**src/rtl/keypad_digit_collector.sv**
```systemverilog
// Debounces the keypad encoder code, turns each clean 0->k press into a digit,
// and collects NUM_DIGITS digits into an entry word offered over valid/ready.
module keypad_digit_collector #(
    parameter int DEBOUNCE_CYCLES = 16,
    parameter int NUM_DIGITS      = 4
) (
    input  logic                               clk,
    input  logic                               rst,
    input  logic [3:0]                         key_code,
    input  logic                               clear,
    input  logic                               out_ready,
    output logic [4*NUM_DIGITS-1:0]            digits,
    output logic [$clog2(NUM_DIGITS+1)-1:0]    digit_count,
    output logic                               out_valid,
    output logic                               key_pulse,
    output logic                               key_held,
    output logic                               overrun
);

    localparam int CNT_W = $clog2(DEBOUNCE_CYCLES);
    localparam int CW    = $clog2(NUM_DIGITS + 1);
    localparam logic [CNT_W-1:0] CNT_MAX  = CNT_W'(DEBOUNCE_CYCLES - 1);
    localparam logic [CNT_W-1:0] CNT_THR  = CNT_W'(DEBOUNCE_CYCLES - 2);
    localparam logic [CW-1:0]    FULL_CNT = CW'(NUM_DIGITS);

    // out_valid is the FULL state; handshake: word transfers on out_valid & out_ready.
    typedef enum logic {ST_ENTRY = 1'b0, ST_FULL = 1'b1} state_t;

    state_t                  state_q, state_d;
    logic [3:0]              cand_q, cand_d;
    logic [CNT_W-1:0]        cnt_q, cnt_d;
    logic [3:0]              stable_q, stable_d;
    logic [4*NUM_DIGITS-1:0] digits_q, digits_d;
    logic [CW-1:0]           count_q, count_d;
    logic                    pulse_q, pulse_d;
    logic                    overrun_q, overrun_d;
    logic                    held_q, held_d;
    logic [3:0]              key_s;
    logic                    press;
    logic [4*NUM_DIGITS+3:0] shifted;

    assign key_s = (key_code > 4'd9) ? 4'd0 : key_code;

    // stable takes cand on the same edge that completes the DEBOUNCE_CYCLES-long run.
    always_comb begin
        cand_d   = cand_q;
        cnt_d    = cnt_q;
        stable_d = stable_q;
        if (key_s != cand_q) begin
            cand_d = key_s;
            cnt_d  = '0;
        end else begin
            if (cnt_q < CNT_MAX) cnt_d = cnt_q + 1'b1;
            if ((cnt_q >= CNT_THR) && (cand_q != stable_q)) stable_d = cand_q;
        end
    end

    assign press   = (stable_q == 4'd0) && (stable_d != 4'd0);
    assign shifted = {digits_q, stable_d};
    assign held_d  = (stable_d != 4'd0);

    always_comb begin
        state_d   = state_q;
        digits_d  = digits_q;
        count_d   = count_q;
        pulse_d   = 1'b0;
        overrun_d = 1'b0;
        if (clear) begin
            state_d  = ST_ENTRY;
            digits_d = '0;
            count_d  = '0;
        end else begin
            case (state_q)
                ST_ENTRY: begin
                    if (press) begin
                        digits_d = shifted[4*NUM_DIGITS-1:0];
                        count_d  = count_q + 1'b1;
                        pulse_d  = 1'b1;
                        if (count_q + 1'b1 == FULL_CNT) state_d = ST_FULL;
                    end
                end
                ST_FULL: begin
                    overrun_d = press;
                    if (out_ready) begin
                        state_d  = ST_ENTRY;
                        digits_d = '0;
                        count_d  = '0;
                    end
                end
                default: state_d = ST_ENTRY;
            endcase
        end
    end

    always_ff @(posedge clk or posedge rst) begin
        if (rst) begin
            state_q   <= ST_ENTRY;
            cand_q    <= '0;
            cnt_q     <= '0;
            stable_q  <= '0;
            digits_q  <= '0;
            count_q   <= '0;
            pulse_q   <= 1'b0;
            overrun_q <= 1'b0;
            held_q    <= 1'b0;
        end else begin
            state_q   <= state_d;
            cand_q    <= cand_d;
            cnt_q     <= cnt_d;
            stable_q  <= stable_d;
            digits_q  <= digits_d;
            count_q   <= count_d;
            pulse_q   <= pulse_d;
            overrun_q <= overrun_d;
            held_q    <= held_d;
        end
    end

    assign digits      = digits_q;
    assign digit_count = count_q;
    assign out_valid   = (state_q == ST_FULL);
    assign key_pulse   = pulse_q;
    assign key_held    = held_q;
    assign overrun     = overrun_q;

endmodule

```
**config.mk**
```make
export PLATFORM = sky130hd
export DESIGN_NAME = keypad_digit_collector
export DESIGN_NICKNAME = d
export VERILOG_FILES = /design/src/rtl/keypad_digit_collector.sv
export SDC_FILE = /design/constraint.sdc
export NUM_CORES = 1
export LEC_CHECK = 0
export BUFFER_PORTS_ARGS = -buffer_cell sky130_fd_sc_hd__buf_2
export CORE_ASPECT_RATIO = 1.75
export CORE_MARGIN = 2
export CORE_UTILIZATION = 40
export CTS_CLUSTER_DIAMETER = 100
export DETAILED_ROUTE_END_ITERATION = 8
export SETUP_SLACK_MARGIN = 0.3
export SYNTH_ARGS = -nofsm -noshare
export SYNTH_HDL_FRONTEND = slang
export SYNTH_SLANG_ARGS = --single-unit
```
**constraint.sdc**
```tcl
create_clock -name clk -period 2.15 [get_ports clk]
set_input_delay 0.645 -clock clk [delete_from_list [all_inputs] [get_ports clk]]
set_output_delay 0.645 -clock clk [all_outputs]
set_load 0.01 [all_outputs]
```
==> impl_metrics.sql <==
INSERT INTO impl_metrics (metric_group, metric, value, unit) VALUES
('critical_path', 'path_cells', 'buf_8 -> or2b_1 -> a221oi_4 -> o32ai_4 -> nor2_4 -> buf_12 -> mux2_4', ''),
('sta', 'fin_skew', '0.003692', 'ns'),
('cells_and_area', 'finish.utilization', '0.5587', ''),
('floorplan', 'die_x_extent', '56.06', 'um'),
('sta', 'finalHoldViolations', '0', ''),
('yosys', 'synth.yosys.seq_area_share', '0.4617', ''),
('global_route', 'global_route.usage.total', '0.2010', ''),
('power', 'clkPwrFrac', '0.351', ''),
('detailed_routing', 'detailroute.via_count', '1717', ''),
('critical_path', 'timing.setup.critical_path_class', 'primary input to register', ''),
('sta', 'final.period_utilization', '0.9012', ''),
('sta', 'shortest_period_the_worst_path_allows', '1.938', 'ns'),
('floorplan', 'dieHeight', '95.10', 'um'),
('outcome', 'run_status', 'completed', ''),
('cells_and_area', 'layout-drive-gt1-share', '0.3745', ''),
('power', 'power.sequential.fraction', '0.526', ''),
('yosys', 'syn_area', '1897', 'um^2'),
('power', 'pwr-share-comb', '0.123', ''),
('detailed_routing', 'detail_route.wl_per_cell', '16.74', 'um'),
('floorplan', 'core_area', '4624', 'um^2'),
('critical_path', 'maximum_cell_stage_delay_along_the_critical_path', '0.34', 'ns'),
('cells_and_area', 'most_common_library_cell_in_the_layout_ignoring_fill_and_taps', 'sky130_fd_sc_hd__dfrtp_1', ''),
('sta', 'max_slew_margin', '0.7005', ''),
('yosys', 'synthesis.yosys.warnings', '0', ''),
('critical_path', 'critical_path_arrival', '2.11', 'ns'),
('detailed_routing', 'remaining_drc_errors', '0', ''),
('clock_tree', 'clock_latency', '0.28', 'ns'),
('global_route', 'grt_pass1_vias', '1736', ''),
('power', 'power.density_cell_area', '495.8', 'nW/um^2'),
('sta', 'unrepaired_setup_endpoints_after_global_routing', 'true', ''),
('sta', 'fmax', '0.5161', 'GHz'),
('power', 'power.net_switching', '0.3217', 'mW'),
('global_route', 'grt_max_degree', '36', ''),
('sta', 'timing.hold.ws', '0.4528', 'ns'),
('clock_tree', 'ctsHtreeMaxLevel', '2', ''),
('yosys', 'syn_inst', '188', ''),
('clock_tree', 'cts-buffers-inserted', '5', ''),
('detailed_routing', 'ant_nets_after_route', '0', ''),
('clock_tree', 'clk_pin_slew', '0.07', 'ns'),
('detailed_routing', 'drt_pass1_iterations', '5', ''),
('critical_path', 'critical_path.endpoint_type', 'register', ''),
('placed_design', 'routabilityCongestion', '0.8521', ''),
('yosys', 'async_reset_ff_frac', '1.000', ''),
('cells_and_area', 'area.growth.synth_to_final', '36.21', '%'),
('detailed_routing', 'routed_wl', '4939', 'um'),
('floorplan', 'num_io_pins', '31', ''),
('yosys', 'total_nets_after_synthesis', '200', ''),
('clock_tree', 'clock_sink_count', '35', ''),
('placed_design', 'placement.io_buffers', '30', ''),
('floorplan', 'floorplan.die_area', '5331', 'um^2'),
('critical_path', 'worst-endpoint-required', '2.32', 'ns'),
('clock_tree', 'cts-root-to-sink-buffers', '2', ''),
('cells_and_area', 'layout.cells.most_common_list', 'sky130_fd_sc_hd__dfrtp_1 (35), sky130_fd_sc_hd__buf_2 (28), sky130_fd_sc_hd__buf_4 (20), sky130_fd_sc_hd__inv_1 (13), sky130_fd_sc_hd__nand3_1 (13)', ''),
('critical_path', 'cp-start-kind', 'primary input', ''),
('detailed_routing', 'vias_per_cell', '5.820', ''),
('cells_and_area', 'finalNetCount', '254', ''),
('cells_and_area', 'fillCellCount', '437', ''),
('global_route', 'grt.overflow.total', '0', ''),
('power', 'power_leakage', '1.147', 'nW'),
('sta', 'finalSetupViolCount', '0', ''),
('clock_tree', 'tritoncts_clock_tree', 'yes', ''),
('clock_tree', 'cts.root.buffer_cell', 'sky130_fd_sc_hd__clkbuf_8', ''),
('placed_design', 'dpl-instance-area', '2287', 'um^2'),
('power', 'ir_drop', '0.4203', 'mV'),
('floorplan', 'initial_core_util', '0.4102', ''),
('power', 'post-layout-total-power', '1.281', 'mW'),
('sta', 'worst-slew-pin-transition', '0.4493', 'ns'),
('global_route', 'grt_antenna_before_repair', '0', ''),
('critical_path', 'critical_path.slowest_cell', 'sky130_fd_sc_hd__a221oi_4', ''),
('yosys', 'synth.avg_cell_area', '10.09', 'um^2'),
('yosys', 'synth.distinct_cells', '43', '');
==> metal layers <==
metal	global-route usage	vias to the layer above	wire [um]
met1	0.2218	828	1887
li1	-	819	-
met5	0	-	0
met3	0.02985	12	204
met2	0.3794	58	2717
met4	0.08135	0	129
==> power groups by stage <==
stage	clock [mW]	sequential, mW	combinational [mW]
final	0.449	0.674	0.158
after global routing	0.503	0.674	0.171
after CTS	0.470	0.674	0.151
after detailed placement	0	0.686	0.135
after global placement	0	0.686	0.134
after floorplan	0	0.685	0.0852
==> final cells by class <==
class / count / area [um^2] / area share
clock buffer: 7 / 76.32 / 0.02954
clock inverter: 1 / 5.005 / 0.001937
inverter: 13 / 48.80 / 0.01889
multi-input combinational: 131 / 1102 / 0.4266
sequential: 35 / 875.8 / 0.3390
tap: 52 / 65.06 / 0.02518
timing repair buffer: 56 / 410.4 / 0.1588
==> synth_stat cells (all sizes together), types with 3 or more instances <==
cell    number  area (um^2)
dfrtp       35        875.8
nand3       14        70.07
inv         13        48.80
nor2        11        43.80
o32ai       10        95.10
nand2        9        33.78
nand2b       8        50.05
nand4        7        43.79
nor4         7        43.79
clkbuf       6        22.52
nand3b       6        45.04
o211ai       6        45.04
ha           4        50.05
mux2         4        45.04
o21a         4        30.03
o221ai       4        35.03
buf          3        15.01
nor3         3        20.02
nor3b        3        22.52
or2          3        18.77
==> worst paths after layout <==
kind	start	end	slack, ns	depth (start not counted)
min reg2reg	digits[15]	digits[15]	0.54	2
max reg2reg	stable_q[3]	digits[0]	0.32	5
max	key_code[3]	stable_q[1]	0.21	7
min in group clk	digits[15]	digits[15]	0.54	2
max in group asynchronous	rst	cnt_q[2]	1.38	3
min	rst	digits[9]	0.45	3
==> worst register-to-register path: cells and delay by family (launching register included) <==
kind / cells / cell delay (ns)
simple gates: 3 / 0.89
compound gates: 2 / 0.41
flops: 1 / 0.45
==> kinds of logic after synthesis <==
kind of cell / after synthesis / synth area share
AOI/OAI and AO/OA: 38 / 0.1801
xor gates and xnor gates: 2 / 0.009237
adders and majority gates: 4 / 0.02639
buffers and inverters: 22 / 0.04551
DFF: 35 / 0.4617
muxes: 4 / 0.02375
and+or+nand+nor: 83 / 0.2533
==> sequential cells by signal, summed over array words and instances, names as in the netlist <==
register	flops
digits	16
digit_count	3
stable_q	4
key_held	1
overrun	1
cnt_q	4
key_pulse	1
cand_q	4
out_valid	1
==> metrics by stage <==
step | setup TNS [ns] | std cells | setup WS, ns
final | 0 | 295 | 0.2123
after global routing | 0 | 295 | 0.1422
after CTS | 0 | 293 | 0.1959
after detailed placement | -4.000 | 279 | -0.2089
after global placement | -2.500 | 279 | -0.1321
after floorplan | 0 | 188 | 0.08468
==> what timing repair did <==
| item | 4_1_cts | 5_1_grt |
|---|---|---|
| hold buffers | 0 | 0 |
| pin swaps | 6 | 16 |
| hold endpoints to repair | 0 | 0 |
| gates resized for setup | 20 | 8 |
| buffers inserted | 6 | 2 |
| setup endpoints to repair | 26 | 28 |
No activity file was read; power rests on OpenSTA's default activity.
